==> src/rtl/pipe_pkg.sv <==
// Shared pipeline definitions: datapath widths, ALU opcodes and the EX-stage FSM states.
package pipe_pkg;

    localparam int DATA_W    = 32;
    localparam int PC_W      = 13;
    localparam int REG_W     = 3;
    localparam int ALUOP_W   = 4;
    localparam int MUL_ITERS = 32;

    localparam logic [ALUOP_W-1:0] ALU_ADD = 4'd0;
    localparam logic [ALUOP_W-1:0] ALU_SUB = 4'd1;
    localparam logic [ALUOP_W-1:0] ALU_AND = 4'd2;
    localparam logic [ALUOP_W-1:0] ALU_OR  = 4'd3;
    localparam logic [ALUOP_W-1:0] ALU_XOR = 4'd4;
    localparam logic [ALUOP_W-1:0] ALU_SLL = 4'd5;
    localparam logic [ALUOP_W-1:0] ALU_SRL = 4'd6;
    localparam logic [ALUOP_W-1:0] ALU_SRA = 4'd7;
    localparam logic [ALUOP_W-1:0] ALU_SLT = 4'd8;
    localparam logic [ALUOP_W-1:0] ALU_MUL = 4'd9;

    typedef enum logic {
        EX_IDLE = 1'b0,
        EX_MUL  = 1'b1
    } ex_state_e;

endpackage

==> src/rtl/seq_multiplier.sv <==
// Iterative shift-add unsigned multiplier: one partial-product step per clock, low W bits kept.
module seq_multiplier
    import pipe_pkg::*;
#(
    parameter int W = 32
) (
    input  logic         clk_i,
    input  logic         rst_i,
    input  logic         start_i,
    input  logic         kill_i,
    input  logic [W-1:0] a_i,
    input  logic [W-1:0] b_i,
    output logic         busy_o,
    output logic         done_o,
    output logic [W-1:0] product_o
);

    localparam logic [5:0] LAST_ITER = 6'(MUL_ITERS - 1);

    logic [W-1:0] mcand_q, mcand_d;
    logic [W-1:0] mplier_q, mplier_d;
    logic [W-1:0] acc_q, acc_d;
    logic [5:0]   cnt_q, cnt_d;
    logic         busy_q, busy_d;
    logic [W-1:0] acc_step;

    // done is combinational so the stage can capture the final sum on the same edge it is formed
    always_comb begin
        acc_step  = mplier_q[0] ? (acc_q + mcand_q) : acc_q;
        done_o    = busy_q && (cnt_q == LAST_ITER);
        product_o = acc_step;
        busy_o    = busy_q;
    end

    always_comb begin
        mcand_d  = mcand_q;
        mplier_d = mplier_q;
        acc_d    = acc_q;
        cnt_d    = cnt_q;
        busy_d   = busy_q;
        if (kill_i) begin
            acc_d  = '0;
            cnt_d  = '0;
            busy_d = 1'b0;
        end else if (start_i) begin
            mcand_d  = a_i;
            mplier_d = b_i;
            acc_d    = '0;
            cnt_d    = '0;
            busy_d   = 1'b1;
        end else if (busy_q) begin
            acc_d    = acc_step;
            mcand_d  = mcand_q << 1;
            mplier_d = mplier_q >> 1;
            cnt_d    = cnt_q + 6'd1;
            if (cnt_q == LAST_ITER) begin
                busy_d = 1'b0;
            end
        end
    end

    always_ff @(posedge clk_i or posedge rst_i) begin
        if (rst_i) begin
            mcand_q  <= '0;
            mplier_q <= '0;
            acc_q    <= '0;
            cnt_q    <= '0;
            busy_q   <= 1'b0;
        end else begin
            mcand_q  <= mcand_d;
            mplier_q <= mplier_d;
            acc_q    <= acc_d;
            cnt_q    <= cnt_d;
            busy_q   <= busy_d;
        end
    end

endmodule

==> src/rtl/execute_stage.sv <==
// EX stage: single-cycle ALU, 32-cycle iterative multiply with decode stall, and the EX/MEM register.
module execute_stage
    import pipe_pkg::*;
#(
    parameter int DATA_W = pipe_pkg::DATA_W,
    parameter int PC_W   = pipe_pkg::PC_W,
    parameter int REG_W  = pipe_pkg::REG_W
) (
    input  logic              clk,
    input  logic              rst,
    input  logic              Valid_In,
    input  logic              flush,
    input  logic [PC_W-1:0]   PC,
    input  logic [DATA_W-1:0] OpA,
    input  logic [DATA_W-1:0] OpB,
    input  logic [DATA_W-1:0] Imm,
    input  logic              ALUSrc,
    input  logic [3:0]        ALUOp,
    input  logic              Mem_Write,
    input  logic              Mem_Read_In,
    input  logic              Reg_Write_In,
    input  logic [REG_W-1:0]  WBReg_In,
    output logic              Stall,
    output logic [PC_W-1:0]   PCOut,
    output logic [DATA_W-1:0] ALURes,
    output logic [DATA_W-1:0] WriteDataOut,
    output logic              Mem_Write_Out,
    output logic              Mem_Read_Out,
    output logic              Reg_Write_Out,
    output logic [REG_W-1:0]  WBReg_Out,
    output logic              Valid_Out
);

    function automatic logic [DATA_W-1:0] alu_eval(input logic [3:0]        op,
                                                   input logic [DATA_W-1:0] a,
                                                   input logic [DATA_W-1:0] b);
        logic signed [DATA_W-1:0] sa;
        logic signed [DATA_W-1:0] sb;
        logic [DATA_W-1:0]        r;
        sa = a;
        sb = b;
        case (op)
            ALU_ADD: r = a + b;
            ALU_SUB: r = a - b;
            ALU_AND: r = a & b;
            ALU_OR:  r = a | b;
            ALU_XOR: r = a ^ b;
            ALU_SLL: r = a << b[4:0];
            ALU_SRL: r = a >> b[4:0];
            ALU_SRA: r = sa >>> b[4:0];
            ALU_SLT: r = (sa < sb) ? DATA_W'(1) : '0;
            default: r = '0;  // MUL is handled by the multiplier; reserved codes yield 0
        endcase
        return r;
    endfunction

    ex_state_e state_q, state_d;

    // EX/MEM register
    logic [PC_W-1:0]   pc_q, pc_d;
    logic [DATA_W-1:0] res_q, res_d;
    logic [DATA_W-1:0] wd_q, wd_d;
    logic              mw_q, mw_d;
    logic              mr_q, mr_d;
    logic              rw_q, rw_d;
    logic [REG_W-1:0]  wb_q, wb_d;
    logic              vld_q, vld_d;

    // Fields of the multiply in flight, held until the product is ready
    logic [PC_W-1:0]   lat_pc_q, lat_pc_d;
    logic [DATA_W-1:0] lat_wd_q, lat_wd_d;
    logic              lat_mw_q, lat_mw_d;
    logic              lat_mr_q, lat_mr_d;
    logic              lat_rw_q, lat_rw_d;
    logic [REG_W-1:0]  lat_wb_q, lat_wb_d;

    logic [DATA_W-1:0] op_b;
    logic [DATA_W-1:0] alu_res;
    logic              mul_start;
    logic              mul_kill;
    logic              mul_busy;
    logic              mul_done;
    logic [DATA_W-1:0] mul_product;

    seq_multiplier #(
        .W(DATA_W)
    ) u_mul (
        .clk_i    (clk),
        .rst_i    (rst),
        .start_i  (mul_start),
        .kill_i   (mul_kill),
        .a_i      (OpA),
        .b_i      (op_b),
        .busy_o   (mul_busy),
        .done_o   (mul_done),
        .product_o(mul_product)
    );

    always_comb begin
        op_b    = ALUSrc ? Imm : OpB;
        alu_res = alu_eval(ALUOp, OpA, op_b);
        Stall   = (state_q == EX_MUL);
    end

    always_comb begin
        state_d   = state_q;
        pc_d      = pc_q;
        res_d     = res_q;
        wd_d      = wd_q;
        mw_d      = mw_q;
        mr_d      = mr_q;
        rw_d      = rw_q;
        wb_d      = wb_q;
        vld_d     = vld_q;
        lat_pc_d  = lat_pc_q;
        lat_wd_d  = lat_wd_q;
        lat_mw_d  = lat_mw_q;
        lat_mr_d  = lat_mr_q;
        lat_rw_d  = lat_rw_q;
        lat_wb_d  = lat_wb_q;
        mul_start = 1'b0;
        mul_kill  = 1'b0;

        if (flush) begin
            state_d  = EX_IDLE;
            mul_kill = 1'b1;
            vld_d    = 1'b0;
            mw_d     = 1'b0;
            mr_d     = 1'b0;
            rw_d     = 1'b0;
        end else begin
            case (state_q)
                EX_IDLE: begin
                    if (Valid_In && (ALUOp == ALU_MUL)) begin
                        mul_start = 1'b1;
                        state_d   = EX_MUL;
                        lat_pc_d  = PC;
                        lat_wd_d  = OpB;
                        lat_mw_d  = Mem_Write;
                        lat_mr_d  = Mem_Read_In;
                        lat_rw_d  = Reg_Write_In;
                        lat_wb_d  = WBReg_In;
                        vld_d     = 1'b0;
                        mw_d      = 1'b0;
                        mr_d      = 1'b0;
                        rw_d      = 1'b0;
                    end else if (Valid_In) begin
                        pc_d  = PC;
                        res_d = alu_res;
                        wd_d  = OpB;
                        mw_d  = Mem_Write;
                        mr_d  = Mem_Read_In;
                        rw_d  = Reg_Write_In;
                        wb_d  = WBReg_In;
                        vld_d = 1'b1;
                    end else begin
                        vld_d = 1'b0;
                        mw_d  = 1'b0;
                        mr_d  = 1'b0;
                        rw_d  = 1'b0;
                    end
                end
                EX_MUL: begin
                    if (mul_done) begin
                        state_d = EX_IDLE;
                        pc_d    = lat_pc_q;
                        res_d   = mul_product;
                        wd_d    = lat_wd_q;
                        mw_d    = lat_mw_q;
                        mr_d    = lat_mr_q;
                        rw_d    = lat_rw_q;
                        wb_d    = lat_wb_q;
                        vld_d   = 1'b1;
                    end else begin
                        vld_d = 1'b0;
                        mw_d  = 1'b0;
                        mr_d  = 1'b0;
                        rw_d  = 1'b0;
                    end
                end
                default: state_d = EX_IDLE;
            endcase
        end
    end

    always_ff @(posedge clk or posedge rst) begin
        if (rst) begin
            state_q  <= EX_IDLE;
            pc_q     <= '0;
            res_q    <= '0;
            wd_q     <= '0;
            mw_q     <= 1'b0;
            mr_q     <= 1'b0;
            rw_q     <= 1'b0;
            wb_q     <= '0;
            vld_q    <= 1'b0;
            lat_pc_q <= '0;
            lat_wd_q <= '0;
            lat_mw_q <= 1'b0;
            lat_mr_q <= 1'b0;
            lat_rw_q <= 1'b0;
            lat_wb_q <= '0;
        end else begin
            state_q  <= state_d;
            pc_q     <= pc_d;
            res_q    <= res_d;
            wd_q     <= wd_d;
            mw_q     <= mw_d;
            mr_q     <= mr_d;
            rw_q     <= rw_d;
            wb_q     <= wb_d;
            vld_q    <= vld_d;
            lat_pc_q <= lat_pc_d;
            lat_wd_q <= lat_wd_d;
            lat_mw_q <= lat_mw_d;
            lat_mr_q <= lat_mr_d;
            lat_rw_q <= lat_rw_d;
            lat_wb_q <= lat_wb_d;
        end
    end

    always_comb begin
        PCOut         = pc_q;
        ALURes        = res_q;
        WriteDataOut  = wd_q;
        Mem_Write_Out = mw_q;
        Mem_Read_Out  = mr_q;
        Reg_Write_Out = rw_q;
        WBReg_Out     = wb_q;
        Valid_Out     = vld_q;
    end

endmodule

==> config.mk <==
export PLATFORM = sky130hd
export DESIGN_NAME = execute_stage
export DESIGN_NICKNAME = d
export VERILOG_FILES = /design/src/rtl/pipe_pkg.sv /design/src/rtl/seq_multiplier.sv /design/src/rtl/execute_stage.sv
export SDC_FILE = /design/constraint.sdc
export NUM_CORES = 1
export LEC_CHECK = 0
export CAP_MARGIN = 10
export CORE_ASPECT_RATIO = 0.7
export CORE_MARGIN = 4
export CORE_UTILIZATION = 40
export DETAILED_ROUTE_END_ITERATION = 12
export PLACE_DENSITY_LB_ADDON = 0.2
export SETUP_SLACK_MARGIN = 0.5
export SYNTH_ARGS = -nofsm -noshare
export SYNTH_HDL_FRONTEND = slang
export SYNTH_HIERARCHICAL = 1
export SYNTH_SLANG_ARGS = --single-unit
==> constraint.sdc <==
create_clock -name clk -period 6.9 [get_ports clk]
set_input_delay 2.07 -clock clk [delete_from_list [all_inputs] [get_ports clk]]
set_output_delay 2.07 -clock clk [all_outputs]
set_load 0.005 [all_outputs]
==> impl_results.md, run 1 <==
- Status: complete, no violations
- Final GP Congestion: 1.00
- Die height: slightly above 200 um
- Worst Skew: 20.8 ps
- Gate Count Post-Synth: approximately 2700
- Internal: 3070 uW
- Syn nets: 2954
- Pwr/cell area: about 190 mW/mm^2
- Critical path type: in -> reg
- Synth cell count leaders: nand2_1 (458), dfrtp_1 (239), mux2i_1 (226)
- Max_cap viols: 0
- Vias in the first global route: 21279
- Number of synthesized flops with an enable pin: 0
- Clock Latency Late Sink: about 600 ps
- Clock power frac: 33.3%
- Detail Placement HPWL: between 70000 and 80000 um
- Initial drt markers: 2356
- Worst-Margin Slew: 1130 ps
- Io pins: 209
- CTS Sinks: 239
- Mean Syn Cell Area: roughly 8.0 um^2
- Post-synthesis simple-gate area fraction: between 15 and 20%
- Synth Area in Compound Gates: 24.2%
- Die area: 0.0581 mm^2
- Setup_tns: 0 ps
- Final worst slack: approximately 1000 ps
- Comb pwr share: between 30% and 40%
- Area grow syn2layout: 18.3%
- Site Rows: 71
- Layout cell share with drive strength beyond 1: 9.14%
- DR WL/cell: approximately 28 um
- FF+latch count, synth: 239
- Clock tree buffer depth: 3
- Register area share after synthesis: 27.6%
- CTS buffer count: 28
- Min-delay worst type: reg -> reg
- Distinct cells, synth: 96
- Pins over their slew limit: 0
- First-pass GRT wire length: 148000 um
- Vias per std cell: between 6 and 7
- Maximum vdd drop: 0.000190 V
- Final setup viols: 0
- Synth warnings: 6
- Critical Path AT: 6430 ps
- Post-synth ARST share: 100%
- Initial antenna violation count: 0
- Length of the first detailed-routing pass in iterations: 6
- NetSw: roughly 1800 uW
- Final Hold Slack: 474 ps
- Critical-path cell with the highest stage delay: nor4_2
- Combinational family with the most area after synthesis: compound AO/OA/AOI/OAI gates
- CTS tree: done
- Routed WL: roughly 100000 um
- CTS H-tree depth: 1
- Multiplexer share of the synthesized area: 15.6%
- CP max FO: 21
- GR Util met1: between 40% and 50%
- Final antenna-violating net count: 0
- CTS clk-pin slew, worst paths: 70 ps
- CP max stage delay: 660 ps
- Final-report hold violation count: 0
- Synth Area in Adders: 7.71%
- Post-Synth XOR/XNOR Area: under 10%
- Core box area: 0.0537 mm^2
- RSZ-0062 raised after global routing: false
- FMAX: 169 MHz
- Switching share of power: 36.4%
- Pin count of the biggest net entering global routing: 113
- GR Util met2: between 40 and 50%
- Crit. End Element: flip-flop
- Slew Limit Headroom: about 24%
- Setup WS pre-CTS: between 100 and 150 ps
- Die W: 286 um
- Via count: 22470
- Synth top area cells: dfrtp_1 (28%), mux2i_1 (10%), nand2_1 (7.9%)
- CP Cell Sequence: buf_2, buf_4, mux2i_1, ha_1, nor4_2, nand4_1, nor3_1, inv_1, a2111oi_0, a211o_1, o21a_1, o21ai_0, a21oi_1
- Startpoint types: input pin
- Fin nets: 3093
- Ys flop type: dfrtp_1
- Synthesized area: 0.0217 mm^2
- Postcts setup bufs: 0
- Leakage power: 0.0111 uW
- Seq pwr share: 33.7%
- Total track usage: 33.7%
- Ant. Diodes: 0
- Clock root cell: clkbuf_16
- Grt peak-use layer: met1
- Fin crit share: a little under nine tenths
- Cell taking the most area after synthesis: dfrtp_1
- Critical path required time: 7410 ps
- # DRC: 0
- Yosys top cell area share: approximately 28%
- Count leader, synth: nand2_1
- Port buffer count: 208
- GRT Residual Overflow: 0
- Slack of the worst reg-to-reg path: 1370 ps
- Minimum clock period: 5920 ps
- Routing usage on met3: 10.7%
- Initial Util: 40.5%
## what timing repair did
item | in CTS | in global routing
setup endpoints to repair | 0 | 1
hold buffers | 0 | 0
gates resized for setup | 0 | 1
## power by group through the flow
stage               Clock (uW)  Sequential [uW]  Combinational, uW
floorplan                    0             1630                858
global placement             0             1640               1540
detailed placement           0             1650               1540
CTS                       1650             1630               1550
global route              1700             1640               1700
finish                    1610             1630               1590
## stage by stage
stage	instance area (um^2)	utilization [%]	power [uW]	std cells
after CTS	25700	47.8	4820	3586
final	25700	47.9	4830	3586
after global placement	24700	46.1	3190	3537
after global routing	25700	47.9	5040	3586
after detailed placement	24700	46.1	3190	3537
after floorplan	21700	-	2490	2698
## worst paths after layout
path / startpoint / end / cells past startpoint
setup / recovery: ALUSrc / ALURes[31] / 13
hold / removal: lat_wd_q[25] / lat_wd_q[25] / 2
setup reg to reg: u_mul/mcand_q[17] / ALURes[27] / 18
hold reg to reg: lat_wd_q[25] / lat_wd_q[25] / 2
max in group asynchronous: rst / u_mul/cnt_q[4] / 3
min in group asynchronous: rst / u_mul/mplier_q[7] / 2
## critical path: cells and delay by family
kind            cells  cell delay [ps]
simple gates        3             1330
buf+inv             3              970
mux                 1              430
compound gates      5             1090
fa+ha+maj           1              490
## cells by family after synthesis
family	after synthesis
buf+inv	307
fa+ha+maj	132
xor+xnor	39
flops	239
compound gates	802
mux	295
simple gates	884
## area by class of cell
class	count	area (um^2)
Clock inverter	10	141
Inverter	112	433
Fill cell	5316	28000
Timing Repair Buffer	304	2810
Sequential cell	239	5980
Clock buffer	39	813
Tap cell	730	913
Multi-Input combinational cell	2152	14600
## per-layer routing
| metal | routed length, um | vias to the layer above |
|---|---|---|
| met4 | 3330 | 0 |
| li1 | - | 10097 |
| met2 | 40900 | 1166 |
| met1 | 45700 | 11066 |
| met3 | 11100 | 141 |
| met5 | 0 | - |
## registers in the layout, summed over array words and instances, names as in the netlist, 3 cells and up
| name | flops |
|---|---|
| lat_pc_q | 13 |
| ALURes | 32 |
| WriteDataOut | 32 |
| lat_wd_q | 32 |
| u_mul/cnt_q | 6 |
| u_mul/mcand_q | 32 |
| WBReg_Out | 3 |
| PCOut | 13 |
| u_mul/acc_q | 32 |
| lat_wb_q | 3 |
| u_mul/mplier_q | 32 |
## layout by cell type (no fill, tap or decap), drive strengths merged, types with 16 or more instances in the layout
cell type	instances
nor3	43
o211ai	24
mux2	37
inv	111
xnor2	28
buf	97
a21o	18
mux2i	230
o22ai	24
a22o	34
ha	129
mux4	28
o21bai	16
nand2	458
a22oi	18
o2111ai	18
a31oi	29
and3	23
nand3	51
clkdlybuf4s50	207
a21oi	192
o21ai	227
clkbuf	39
dfrtp	239
nor2	201
a221oi	22
a211oi	35
Power figures use the tool's default switching activity.
==> inputs of run 2 (changes only) <==
Settings changed: CTS_CLUSTER_DIAMETER set to 60.
==> impl_results.md, run 2 (synthesized netlist as in run 1, its figures left out) <==
- Via count: 22611 (was 22470)
- Minimum clock period: 5970 ps (was 5920 ps)
- Critical-path cell with the highest stage delay: nor4_2 (unchanged)
- CP Cell Sequence: buf_2, buf_4, mux2i_1, ha_1, nor4_2, nand4_1, nor3_1, inv_1, a2111oi_0, a211o_1, o21a_1, o21ai_0, a21oi_1 (unchanged)
- CTS Sinks: 239 (unchanged)
- Design Power: 5050 uW (was 4830 uW)
- GRT Residual Overflow: 0 (unchanged)
- Final worst slack: 926 ps (was 984 ps)
- Final setup viols: 0 (unchanged)
- Area grow syn2layout: 19.2% (was 18.3%)
- Critical path type: in -> reg (unchanged)
- Max_cap viols: 0 (unchanged)
- Routed WL: 101000 um (about the same)
- Clock root cell: clkbuf_16 (unchanged)
- Initial antenna violation count: 1 (was 0)
- Postcts setup bufs: 0 (unchanged)
- Final-report hold violation count: 0 (unchanged)
- Setup_tns: 0 ps (unchanged)
- CTS clk-pin slew, worst paths: 50 ps (was 70 ps)
- Site Rows: 71 (unchanged)
- Layout cell share with drive strength beyond 1: 9.59% (was 9.14%)
- # DRC: 0 (unchanged)
- Most frequent cells in the layout: nand2_1 (457), dfrtp_1 (238), mux2i_1 (224) (unchanged)
- Die area: 0.0581 mm^2 (unchanged)
- Leakage power: 0.0112 uW (was 0.0111 uW)
- Status: complete, no violations (unchanged)
- Slack of the worst reg-to-reg path: 1420 ps (was 1370 ps)
- Cells after DPL: 3537 (unchanged)
- Setup WS pre-CTS: 124 ps (unchanged)
- Worst-Margin Slew: 1100 ps (was 1130 ps)
- CTS tree: done (unchanged)
- Critical path required time: 7360 ps (was 7410 ps)
- FMAX: 167 MHz (was 169 MHz)
- Core box area: 0.0537 mm^2 (unchanged)
- CP bufs+invs: 3 (unchanged)
- Final GP Congestion: 1.00 (unchanged)
- DR WL/cell: 28.1 um (was 28.2 um)
- Min-delay worst type: reg -> reg (unchanged)
- Crit. End Element: flip-flop (unchanged)
- Cts hold-fix bufs: 0 (unchanged)
- Initial drt markers: 2351 (was 2356)
- Total track usage: 33.8% (was 33.7%)
- Pins over their slew limit: 0 (unchanged)
- CP max stage delay: 650 ps (was 660 ps)
- Initial Util: 40.5% (unchanged)
- Finished Layout Cells: 3598 (was 3586)
- Vias per std cell: 6.28 (was 6.27)
- CP max FO: 21 (unchanged)
- Commonest non-fill, non-tap cell in the layout: nand2_1 (unchanged)
- CTS H-tree depth: 2 (was 1)
- Slew Limit Headroom: 26.1% (was 24.1%)
- Fin crit share: 86.6% (was 85.7%)
- Die W: 286 um (unchanged)
- Final antenna-violating net count: 0 (unchanged)
- First-pass GRT wire length: 148000 um (about the same)
- Die height: 203 um (unchanged)
- Maximum vdd drop: 0.000171 V (was 0.000190 V)
- Port buffer count: 208 (unchanged)
- Crit path max-delay family: simple AND/OR/NAND/NOR gates (unchanged)
- Clock tree buffer depth: 3 (unchanged)
- Pin count of the biggest net entering global routing: 113 (unchanged)
- Fin nets: 3099 (was 3093)
- Ant. Diodes: 0 (unchanged)
- Worst Skew: 19.9 ps (was 20.8 ps)
- Startpoint types: input pin (unchanged)
- RSZ-0062 raised after global routing: false (unchanged)
- Io pins: 209 (unchanged)
- Post-layout util: 48.2% (was 47.9%)
- Clock Latency Late Sink: 550 ps (was 600 ps)
- Length of the first detailed-routing pass in iterations: 9 (was 6)
- CTS buffer count: 34 (was 28)
- Detail Placement HPWL: 76800 um (unchanged)
- Critical Path AT: 6440 ps (was 6430 ps)
- Pwr/cell area: 195 mW/mm^2 (was 188 mW/mm^2)
- Vias in the first global route: 21431 (was 21279)
-- run 2: final timing paths --
check,start,end,cells past startpoint
max,ALUSrc,ALURes[31],13
min,lat_wd_q[15],lat_wd_q[15],2
max reg2reg,u_mul/mcand_q[17],ALURes[27],18
min reg2reg,lat_wd_q[15],lat_wd_q[15],2
max in group asynchronous,rst,Stall,3
min in group asynchronous,rst,u_mul/mplier_q[8],2
-- run 2: through the flow --
step,instance area (um^2),hold slack (ps)
finish,25900,473
global route,25900,501
CTS,25900,477
detailed placement,24700,462
global placement,24700,457
floorplan,21700,445
-- run 2: metal layers --
metal | global-route usage [%] | vias up | wire length [um]
met5 | 1.25 | - | 108
li1 | - | 10131 | -
met1 | 49.0 | 11151 | 45700
met4 | 10.6 | 4 | 3480
met3 | 11.1 | 176 | 10800
met2 | 47.1 | 1149 | 40900
-- run 2: timing repair --
action	4_1_cts	5_1_grt
endpoints found under the hold margin	0	0
resized for setup	0	1
setup endpoints to repair	0	1
-- run 2: final cells by class --
cell class / instances / area (um^2)
multi-input cells: 2152 / 14600
flip-flops and latches: 239 / 5980
clock inverters: 13 / 113
well taps: 730 / 913
inverters: 112 / 433
fillers: 5318 / 27800
repair buffers: 304 / 2810
clock buffers: 48 / 1050
-- run 2: worst reg2reg max path, stage by stage (launching register included) --
cell and delay (ps):
dfrtp_1 400, ha_1 430, nand3_1 240, nor2_1 260, nand3_1 230, a311oi_1 900, nor3_2 230, nor2b_1 270
a21boi_1 110, xnor2_1 160, mux2_2 280, nand2_1 180, o21ai_0 160, nor3_1 280, o221ai_1 320, or4_1 540
a41oi_1 180, a41o_1 120, a21oi_1 60
-- run 2: report_power, final --
group / total (uW) / internal, uW / switching (uW)
Sequential: 1630 / 1540 / 94.0
Clock: 1820 / 1080 / 747
Combinational: 1590 / 608 / 985
